### config.mk
export PLATFORM = sky130hd
export DESIGN_NAME = swap_arbiter
export DESIGN_NICKNAME = d
export VERILOG_FILES = /design/src/rtl/swap_arbiter_pkg.sv /design/src/rtl/swap_arbiter_permute.sv /design/src/rtl/swap_arbiter.sv
export SDC_FILE = /design/constraint.sdc
export NUM_CORES = 1
export LEC_CHECK = 0
export ABC_AREA = 1
export BUFFER_PORTS_ARGS = -buffer_cell sky130_fd_sc_hd__buf_2
export CAP_MARGIN = 20
export CELL_PAD_IN_SITES_DETAIL_PLACEMENT = 1
export CELL_PAD_IN_SITES_GLOBAL_PLACEMENT = 2
export CORE_MARGIN = 1.5
export CORE_UTILIZATION = 25
export DETAILED_ROUTE_END_ITERATION = 6
export GPL_TIMING_DRIVEN = 0
export MAX_ROUTING_LAYER = met4
export PLACE_DENSITY = 0.79
export SYNTH_ARGS = -nofsm -noshare
export SYNTH_HDL_FRONTEND = slang
export SYNTH_HIERARCHICAL = 1
export SYNTH_SLANG_ARGS = --single-unit
### constraint.sdc
create_clock -name clk -period 1.3 [get_ports clk]
set_input_delay 0 -clock clk [delete_from_list [all_inputs] [get_ports clk]]
set_output_delay 0 -clock clk [all_outputs]
set_load 0.05 [all_outputs]
### src/rtl/swap_arbiter_pkg.sv
// Shared types and helpers for the swap_arbiter block.
package swap_arbiter_pkg;

  typedef enum logic [1:0] {
    PM_PASS = 2'd0,
    PM_SWAP = 2'd1,
    PM_REV  = 2'd2,
    PM_ROTL = 2'd3
  } perm_mode_e;

  typedef enum logic {
    ST_IDLE = 1'b0,
    ST_FULL = 1'b1
  } state_e;

  // Requester index width; a single requester still gets a 1-bit id.
  function automatic int unsigned id_width(input int unsigned n);
    return (n > 1) ? $clog2(n) : 1;
  endfunction

endpackage

### src/rtl/swap_arbiter_permute.sv
// Registered bit-permutation stage: loads perm(in_data, mode) when load=1.
module bit_permute_stage
  import swap_arbiter_pkg::*;
#(
  parameter int unsigned W = 2
) (
  input  logic         clk,
  input  logic         rst,
  input  logic         load,
  input  logic [1:0]   mode,
  input  logic [W-1:0] in_data,
  output logic [W-1:0] q
);

  logic [W-1:0] perm;

  always_comb begin
    perm = in_data;
    case (mode)
      PM_PASS: perm = in_data;
      PM_SWAP: begin
        for (int unsigned k = 0; k < W / 2; k++) begin
          perm[2*k]   = in_data[2*k+1];
          perm[2*k+1] = in_data[2*k];
        end
      end
      PM_REV: begin
        for (int unsigned j = 0; j < W; j++) begin
          perm[j] = in_data[W-1-j];
        end
      end
      PM_ROTL: perm = {in_data[W-2:0], in_data[W-1]};
      default: perm = in_data;
    endcase
  end

  always_ff @(posedge clk) begin
    if (rst) begin
      q <= '0;
    end else if (load) begin
      q <= perm;
    end
  end

endmodule

### src/rtl/swap_arbiter.sv
// Round-robin arbiter feeding one shared permute stage, with a single-entry
// valid/ready output register tagged by requester id and a handshake counter.
module swap_arbiter
  import swap_arbiter_pkg::*;
#(
  parameter int unsigned NREQ = 2,
  parameter int unsigned W    = 2,
  parameter int unsigned CNTW = 16
) (
  input  logic                          clk,
  input  logic                          rst,
  input  logic [NREQ-1:0]               req_valid,
  output logic [NREQ-1:0]               req_ready,
  input  logic [NREQ*W-1:0]             req_data,
  input  logic [NREQ*2-1:0]             req_mode,
  output logic                          out_valid,
  input  logic                          out_ready,
  output logic [W-1:0]                  out_data,
  output logic [id_width(NREQ)-1:0]     out_id,
  output logic [CNTW-1:0]               out_cnt
);

  localparam int unsigned IDW = id_width(NREQ);

  state_e         state;
  logic [IDW-1:0] ptr;
  logic [IDW-1:0] win_idx;
  logic           any_valid;
  logic           free;
  logic           accept;
  logic [W-1:0]   win_data;
  logic [1:0]     win_mode;

  // Scan from the RR pointer; the first valid requester wins.
  always_comb begin : arbitrate
    int unsigned idx;
    any_valid = 1'b0;
    win_idx   = '0;
    idx       = 0;
    for (int unsigned k = 0; k < NREQ; k++) begin
      idx = (32'(ptr) + k) % NREQ;
      if (!any_valid && req_valid[idx]) begin
        any_valid = 1'b1;
        win_idx   = IDW'(idx);
      end
    end
  end

  assign free      = !out_valid || out_ready;
  assign accept    = any_valid && free && !rst;
  assign req_ready = accept ? (NREQ'(1) << win_idx) : '0;
  assign win_data  = req_data[win_idx*W +: W];
  assign win_mode  = req_mode[win_idx*2 +: 2];

  bit_permute_stage #(
    .W (W)
  ) u_permute (
    .clk     (clk),
    .rst     (rst),
    .load    (accept),
    .mode    (win_mode),
    .in_data (win_data),
    .q       (out_data)
  );

  always_ff @(posedge clk) begin
    if (rst) begin
      state     <= ST_IDLE;
      out_valid <= 1'b0;
      out_id    <= '0;
      ptr       <= '0;
      out_cnt   <= '0;
    end else begin
      if (out_valid && out_ready) begin
        out_cnt <= out_cnt + 1'b1;
      end
      case (state)
        ST_IDLE: begin
          if (accept) begin
            state     <= ST_FULL;
            out_valid <= 1'b1;
          end
        end
        ST_FULL: begin
          // Drain and refill in the same cycle keeps the slot full.
          if (out_ready && !accept) begin
            state     <= ST_IDLE;
            out_valid <= 1'b0;
          end
        end
        default: begin
          state     <= ST_IDLE;
          out_valid <= 1'b0;
        end
      endcase
      if (accept) begin
        out_id <= win_idx;
        ptr    <= (win_idx == IDW'(NREQ - 1)) ? '0 : win_idx + 1'b1;
      end
    end
  end

endmodule

==> impl_metrics.yaml, run 1 <==
outcome:
  status: "finished with violations"
  violations: "design-rule violations, negative setup slack"
setup_path:
  cp_max_fo: 4
  critPathLaunchType: "register"
  critical_path_class: "register to register"
  crit_required_ns: 1.48
  arrival_ns: 1.51
  cp-end-kind: "register"
yosys:
  synth_top_area_cell: "dfxtp_1"
  yosys-top-cells-count: "nor2_1, nand2_1, dfxtp_1"
  syn_inst: 160
  synth_area_um2: 1180
  synth_top_family_by_area: "simple AND/OR/NAND/NOR gates"
  synthSimpleGateAreaFrac_pct: 39.0
  synth_top_area_share_pct: 37.4
  synth_compound_area_share_pct: 11.3
  synthAdderAreaFrac_pct: 1.06
  synth_cell_types: 28
  synth_ff_type: "dfxtp_1"
  post-synth-top-count-cell: "nor2_1"
  syn-num-nets: 174
  synth_edf_count: 0
  synth_area_leaders: "dfxtp_1, nor2_1, nand2_1"
  syn_avg_cell_area_um2: 7.37
  muxShareOfSynthArea_pct: 3.82
  yosysWarnings: 6
  ys_ff_latch: 22
  ys_seq_area_share_pct: 37.4
  synth_xor_area_share_pct: 0
  ys_async_sr_fraction_pct: 0
global_route:
  grtUsageTotal_pct: 13.5
  grt_pass1_wl_um: 5300
  grt_max_degree: 14
  grt_remaining_overflow: 0
  antenna_found_initial: 0
  grt_pass1_vias: 1231
place:
  globalplace.congestion: 0.765
  hpwl_um: 2500
  placedCellCount: 246
  io_buffers: 34
layout:
  final_nets: 219
  fillers: 553
  layout.area.seq_um2: 465
  area_growth_pct: 40.8
  diodes: 0
  final_cells: 256
  multi_input_area_um2: 741
  drive_gt1_share_pct: 46.6
timing:
  fin_skew_ns: 0.00583
  tightestPinTransition_ns: 0.292
  tns_ns: -0.0579
  rsz0062_at_grt: "true"
  post-route-period-util_pct: 102
  layout_min_cycle_time_ns: 1.33
  fmax_mhz: 751
  maxSlewViolCount: 0
  hold_viol_final: 0
  relSlewSlack_pct: 80.5
  setup_viol: 2
  setup_ws_ns: -0.0319
drt:
  dr.pass1.iters: 6
  via_count: 1208
  drt_iter0_drc: 32
  wire_per_inst_um: 12.4
  postRouteAntennaNets: 0
  drcViolationCount: 2
  vias_per_cell: 4.72
  drt_wl_total_um: 3170
clocking:
  numCtsBuffers: 3
  h-tree-depth: 1
  cts_tree: "built"
  clkSinkCount: 22
  clockRootBuffer: "clkbuf_8"
  clockBufferDepth: 2
  clk_latency_ns: 0.27
  clk_pin_slew_ns: 0.09
job:
  maxCapViolCount: 0
power:
  seqPwrFrac_pct: 43.4
  power_switching_share_pct: 26.3
  internal_power_mw: 1.20
  net-switching-power_mw: 0.428
  ir_drop_mv: 0.340
  leakagePower_nw: 0.801
  power_density_nw_per_um2: 983
  p_clk_share_pct: 40.1
  combPwrFrac_pct: 16.5
hold_path:
  hp-class: "primary input to register"
die:
  rows: 24
  fp.dieH_um: 71.7
  coreArea_um2: 4440
  pin_count: 35
  dieArea_um2: 5140
  start_util_pct: 26.5
  die_x_um: 71.7
[layout by cell type (no fill, tap or decap), types with 6 or more instances in the layout]
| cell type | n |
|---|---|
| nor3_1 | 6 |
| nor2_1 | 24 |
| nand2_1 | 20 |
| a21oi_1 | 10 |
| nand2_2 | 6 |
| dfxtp_2 | 11 |
| nor2_4 | 8 |
| inv_1 | 18 |
| buf_2 | 35 |
| dfxtp_1 | 8 |
[state kept, by name, indices dropped and copies added, names as in the netlist]
signal,flops
u_permute/q,2
out_valid,1
out_cnt,16
ptr,1
out_id,1
state,1
[power groups by stage]
stage	registers [mW]	logic [mW]	clock network, mW
after floorplan	0.772	0.115	0
after global placement	0.722	0.219	0
after detailed placement	0.724	0.229	0
after CTS	0.709	0.263	0.678
after global routing	0.710	0.292	0.706
final	0.708	0.269	0.655
[worst max-delay path, stage by stage, from the launching register on]
cell and delay (ns):
dfxtp_2 0.34, o21ai_4 0.22, buf_6 0.14, mux2_4 0.30, nand2_2 0.07, nand3_2 0.06
nand2_1 0.07, inv_1 0.04
[repair_timing]
action | CTS | global route
setup buffers | 3 | 2
pin swaps | 4 | 6
resized for setup | 14 | 11
setup endpoints to repair | 3 | 10
hold endpoints to repair | 1 | 0
hold buffers | 1 | 0
[metal layers]
layer | vias up | track usage (%) | share of wire (%)
met2 | 27 | 25.5 | 54
li1 | 603 | - | -
met3 | 5 | 2.39 | 3.9
met1 | 573 | 13.7 | 40
met5 | - | - | 0
met4 | 0 | 5.03 | 1.6
[metrics by stage]
step | cell area, um^2 | setup WS (ns) | hold slack (ns) | util (%) | power [mW]
6_report | 1660 | -0.0319 | 0.00602 | 37.3 | 1.63
3_3_place_gp | 1470 | -0.0736 | 0.253 | 33.1 | 0.940
2_1_floorplan | 1230 | -0.00529 | 0.102 | - | 0.887
3_5_place_dp | 1470 | -0.172 | 0.270 | 33.1 | 0.953
4_1_cts | 1610 | -0.0208 | 0.00400 | 36.3 | 1.65
5_1_grt | 1660 | -0.103 | 0.0278 | 37.3 | 1.71
[layout make-up]
cell class | count | share of cell area, %
plain buffers | 2 | 0.603
clock buffers | 3 | 2.49
clock inverters | 1 | 1.81
inverters | 21 | 4.75
multi-input cells | 115 | 44.6
flip-flops and latches | 22 | 28.1
well taps | 52 | 3.92
repair buffers | 40 | 13.7
[cells by family (layout without fill, tap and decap cells)]
family,after synthesis,after routing
multiplexers,4,4
adder cells (fa/ha/maj),1,1
AO/OA/AOI/OAI,23,23
buffers and inverters,23,67
AND/OR/NAND/NOR,87,87
flip-flops,22,22
[path summary, 6_finish.rpt]
| check | start | endpoint | slack [ns] | cells past startpoint |
|---|---|---|---|---|
| min reg2reg | out_cnt[10] | out_cnt[10] | 0.46 | 1 |
| max reg2reg | ptr | u_permute/q[0] | -0.03 | 7 |
| max | ptr | u_permute/q[0] | -0.03 | 7 |
| min | rst | u_permute/q[1] | 0.006 | 4 |
Note: power is estimated with default switching activity, not from simulation.
==> run 2: changes to the inputs <==
--- a/config.mk
+++ b/config.mk
@@ -16,6 +16,7 @@
 export GPL_TIMING_DRIVEN = 0
 export MAX_ROUTING_LAYER = met4
 export PLACE_DENSITY = 0.79
+export SETUP_SLACK_MARGIN = 0.02
 export SYNTH_ARGS = -nofsm -noshare
 export SYNTH_HDL_FRONTEND = slang
 export SYNTH_HIERARCHICAL = 1
==> constraint.sdc (replaced) <==
create_clock -name clk -period 1.3 [get_ports clk]
set_input_delay 0 -clock clk [delete_from_list [all_inputs] [get_ports clk]]
set_output_delay 0 -clock clk [all_outputs]
set_load 0.02 [all_outputs]
==> run 2 against run 1 <==
Core utilization up 0.14 points. Routed wire length down 5.4%. Register-to-register slack better by 0.04 ns. Sequential share of layout area down 0.11 points. Highest routed layer unchanged. Via count up 0.58%. First-iteration DRC count up 16%. The flow finishes with violations (negative hold slack).
==> impl_metrics.yaml, run 2 (same netlist as run 1, synthesis figures left out) <==
place:
  pre_cts_ws_ns: -0.0692
  globalplace.congestion: 0.743
  hpwl_um: 2230
  placedCellCount: 246
  io_buffers: 34
  dpl_cell_area_um2: 1430
timing:
  maxSlewViolCount: 0
  relSlewSlack_pct: 81.6
  layout_min_cycle_time_ns: 1.29
  rsz0062_at_grt: "true"
  post-route-period-util_pct: 99.0
  setup_viol: 0
  fin_skew_ns: 0.00420
  tns_ns: 0
  hold_viol_final: 2
  tightestPinTransition_ns: 0.274
  setup_ws_ns: 0.0126
  fmax_mhz: 777
  hold_ws_ns: -0.00652
drt:
  drt_iter0_drc: 37
  wire_per_inst_um: 11.6
  vias_per_cell: 4.69
  postRouteAntennaNets: 0
  drcViolationCount: 0
  dr.pass1.iters: 5
  drt_wl_total_um: 3000
  via_count: 1215
layout:
  top_register: "out_cnt"
  final_core_util_pct: 37.5
  largest_reg_flops: 16
  final_cells: 259
  fillers: 564
  area_growth_pct: 41.3
  diodes: 0
  largest_registers: "out_cnt: 16 flops, u_permute/q: 2 flops"
  final_nets: 223
  layout_commonest_cell: "buf_2"
  drive_gt1_share_pct: 45.9
  final_cell_mix: "buf_2, nor2_1, nand2_1"
  fin_area_um2: 1670
job:
  maxCapViolCount: 0
setup_path:
  rr_worst_depth: 8
  crit_required_ns: 1.47
  cp-end-kind: "register"
  arrival_ns: 1.46
  reg2reg_slack_ns: 0.01
  critical_path_class: "register to register"
  r2r-end: "u_permute/q[1]"
  cp_max_fo: 5
  critPathLaunchType: "register"
  timing.rr.start: "ptr"
die:
  pin_count: 35
  rows: 24
  start_util_pct: 26.5
  die_x_um: 71.7
  fp.dieH_um: 71.7
  dieArea_um2: 5140
  coreArea_um2: 4440
clocking:
  clockBufferDepth: 2
  clk_pin_slew_ns: 0.08
  h-tree-depth: 1
  clk_latency_ns: 0.26
  clkSinkCount: 22
  clockRootBuffer: "clkbuf_8"
  cts_tree: "built"
  numCtsBuffers: 3
power:
  ir_drop_mv: 0.414
  net-switching-power_mw: 0.370
  combPwrFrac_pct: 16.1
  internal_power_mw: 0.993
  p_total_mw: 1.36
  leakagePower_nw: 0.816
  p_clk_share_pct: 32.1
  seqPwrFrac_pct: 51.8
  power_density_nw_per_um2: 818
  power_switching_share_pct: 27.1
global_route:
  antenna_found_initial: 0
  grtUsageTotal_pct: 12.5
  grt_pass1_wl_um: 5090
  grt_max_degree: 12
  grt_remaining_overflow: 0
  grt_pass1_vias: 1152
outcome:
  violations: "negative hold slack"
  status: "finished with violations"
hold_path:
  holdPathEnd: "u_permute/q[1]"
  hp-class: "primary input to register"
  whs_path_depth: 4
  min-delay-start: "rst"
==> run 2: cell count changes in the layout (fill, tap and decap cells not counted), sizes merged <==
cell / before / now
bufinv: 1 / 0
buf: 41 / 45
==> run 2: cell type report <==
cell class	count	area, um^2	share of cell area (%)
timing repair buffer	44	260	15.6
buffer	2	10.0	0.601
clock buffer	3	41.3	2.48
tap	52	65.1	3.91
inverter	21	78.8	4.73
multi-input combinational	115	744	44.7
sequential	22	465	27.9
==> run 2: worst max-delay path: stages (launching register included) <==
cell and delay, ns:
dfxtp_2 0.34, o21ai_4 0.21, mux2_4 0.34, inv_2 0.05
nand2_2 0.05, nand2_1 0.05, nand3_1 0.06, nand2_1 0.06
inv_1 0.03
==> run 2: what timing repair did <==
item	4_1_cts	5_1_grt
endpoints found under the setup margin	8	14
pin swaps	3	15
resized for setup	10	29
hold buffers	1	0
setup buffers	2	7
endpoints found under the hold margin	3	0
==> run 2: how the worst max path moves through the flow <==
stage | startpoint | end | slack, ns
floorplan | out_cnt[1] | out_cnt[14] | 0.03
global placement | ptr | u_permute/q[1] | -0.07
detailed placement | ptr | u_permute/q[1] | -0.07
CTS | ptr | u_permute/q[1] | -0.02
global route | ptr | u_permute/q[0] | -0.08
finish | ptr | u_permute/q[1] | 0.01
==> run 2: per-layer routing <==
metal / part of all wire (%) / global-route usage (%)
met1: 49 / 15.6
met2: 47 / 20.8
met3: 3.4 / 2.95
met4: 0.70 / 2.52
met5: 0 / -
==> run 2: power by group through the flow <==
stage / logic (mW) / clock network (mW) / registers (mW)
after floorplan: 0.106 / 0 / 0.741
after global placement: 0.184 / 0 / 0.724
after global routing: 0.247 / 0.494 / 0.710
after CTS: 0.201 / 0.462 / 0.709
after detailed placement: 0.184 / 0 / 0.724
final: 0.220 / 0.437 / 0.706
==> run 3: changes to the inputs <==
--- a/config.mk
+++ b/config.mk
@@ -10,6 +10,7 @@
 export CAP_MARGIN = 20
 export CELL_PAD_IN_SITES_DETAIL_PLACEMENT = 1
 export CELL_PAD_IN_SITES_GLOBAL_PLACEMENT = 2
+export CORE_ASPECT_RATIO = 0.5
 export CORE_MARGIN = 1.5
 export CORE_UTILIZATION = 25
 export DETAILED_ROUTE_END_ITERATION = 6
==> run 3 against run 2 <==
Critical path type unchanged. Combinational power down 3%. Global-route usage rose by 0.54 points. Core utilization shrank 0.41 points. Worst hold slack improved by 0.036 ns. Routed wire length grew 5.1%. Sequential power barely moved. The run ends with negative setup slack left. Flip-flop and latch count stayed put. Final cell count increased by 1.9%.
==> impl_metrics.yaml, run 3 (same netlist as run 1, synthesis figures left out) <==
outcome:
  status: "finished with violations"
  violations: "negative setup slack"
global_route:
  antenna_found_initial: 0
  grt_pass1_wl_um: 5090
  grtUsageTotal_pct: 13.1
  grt_remaining_overflow: 0
  grt_pass1_vias: 1099
  grt_max_degree: 12
hold_path:
  hp-class: "primary input to register"
job:
  maxCapViolCount: 0
timing:
  post-route-period-util_pct: 102
  maxSlewViolCount: 0
  fin_skew_ns: 0.00629
  layout_min_cycle_time_ns: 1.33
  setup_viol: 3
  tns_ns: -0.0466
  setup_ws_ns: -0.0278
  relSlewSlack_pct: 80.0
  fmax_mhz: 753
  hold_ws_ns: 0.0299
  tightestPinTransition_ns: 0.299
  rsz0062_at_grt: "true"
  hold_viol_final: 0
setup_path:
  critPathLaunchType: "register"
  arrival_ns: 1.49
  crit_required_ns: 1.46
  cp-end-kind: "register"
  critical_path_class: "register to register"
  cp_max_fo: 6
drt:
  wl_met2_um: 1610
  vias_per_cell: 4.54
  postRouteAntennaNets: 0
  dr.pass1.iters: 4
  drcViolationCount: 0
  via_count: 1198
  wl_met3_um: 100
  wire_per_inst_um: 12.0
  drt_wl_total_um: 3160
  drt_iter0_drc: 23
  highest_layer: "met4"
  wl_met1_um: 1430
power:
  leakagePower_nw: 0.815
  ir_drop_mv: 0.378
  power_density_nw_per_um2: 813
place:
  globalplace.congestion: 0.724
  io_buffers: 34
  pre_cts_ws_ns: -0.106
  hpwl_um: 2260
clocking:
  clk_latency_ns: 0.26
  numCtsBuffers: 3
  clockRootBuffer: "clkbuf_8"
  cts_tree: "built"
  clkSinkCount: 22
  clk_pin_slew_ns: 0.07
  clockBufferDepth: 2
  h-tree-depth: 1
layout:
  final_nets: 223
  diodes: 0
  top_register: "out_cnt"
  area_growth_pct: 40.4
  largest_registers: "out_cnt: 16 flops, u_permute/q: 2 flops"
  layout_commonest_cell: "buf_2"
  final_core_util_pct: 37.1
  drive_gt1_share_pct: 45.4
  largest_reg_flops: 16
  final_cell_mix: "buf_2, nor2_1, nand2_1"
die:
  pin_count: 35
  die_x_um: 100
  start_util_pct: 26.4
  rows: 17
  coreArea_um2: 4470
  dieArea_um2: 5160
  fp.dieH_um: 51.6
-- run 3: timing repair --
action / CTS / global route
buffers inserted: 4 / 5
resized for setup: 15 / 20
endpoints found under the setup margin: 8 / 12
hold buffers: 1 / 0
endpoints found under the hold margin: 1 / 0
pin swaps: 7 / 10
-- run 3: metal layers --
metal	global-route usage, %	up-vias
li1	-	611
met1	15.4	568
met2	23.4	17
met3	3.36	2
met4	2.11	0
met5	-	-
-- run 3: metrics by stage --
stage	power (mW)	instance area (um^2)	std cells
4_1_cts	1.37	1560	259
5_1_grt	1.42	1660	264
3_5_place_dp	0.912	1440	251
3_3_place_gp	0.906	1440	251
2_1_floorplan	0.847	1200	160
6_report	1.35	1660	264
-- run 3: critical path, stage by stage, from the launching register on --
cell     delay, ns
dfxtp_2       0.34
o21ai_4       0.22
mux2_4        0.34
inv_2         0.05
nand2_2       0.05
nand2_1       0.06
nand3_1       0.06
nand2_1       0.07
inv_1         0.03
-- run 3: area by class of cell --
type	count	area [um^2]
multi-input combinational	115	737
fill	575	2810
clock buffer	3	41.3
sequential	22	465
tap	57	71.3
inverter	21	78.8
buffer	2	10.0
timing repair buffer	44	251
-- run 3: report_power, final --
group          switching [mW]  internal, mW
logic                   0.121        0.0936
clock network           0.217         0.207
registers              0.0200         0.688
total                   0.358         0.988
-- run 3: worst paths after layout --
path          from  slack (ns)              to  cells past startpoint
min reg2reg  state        0.50           state                      2
min            rst        0.03  u_permute/q[0]                      4
max            ptr       -0.03  u_permute/q[0]                      8
max reg2reg    ptr       -0.03  u_permute/q[0]                      8
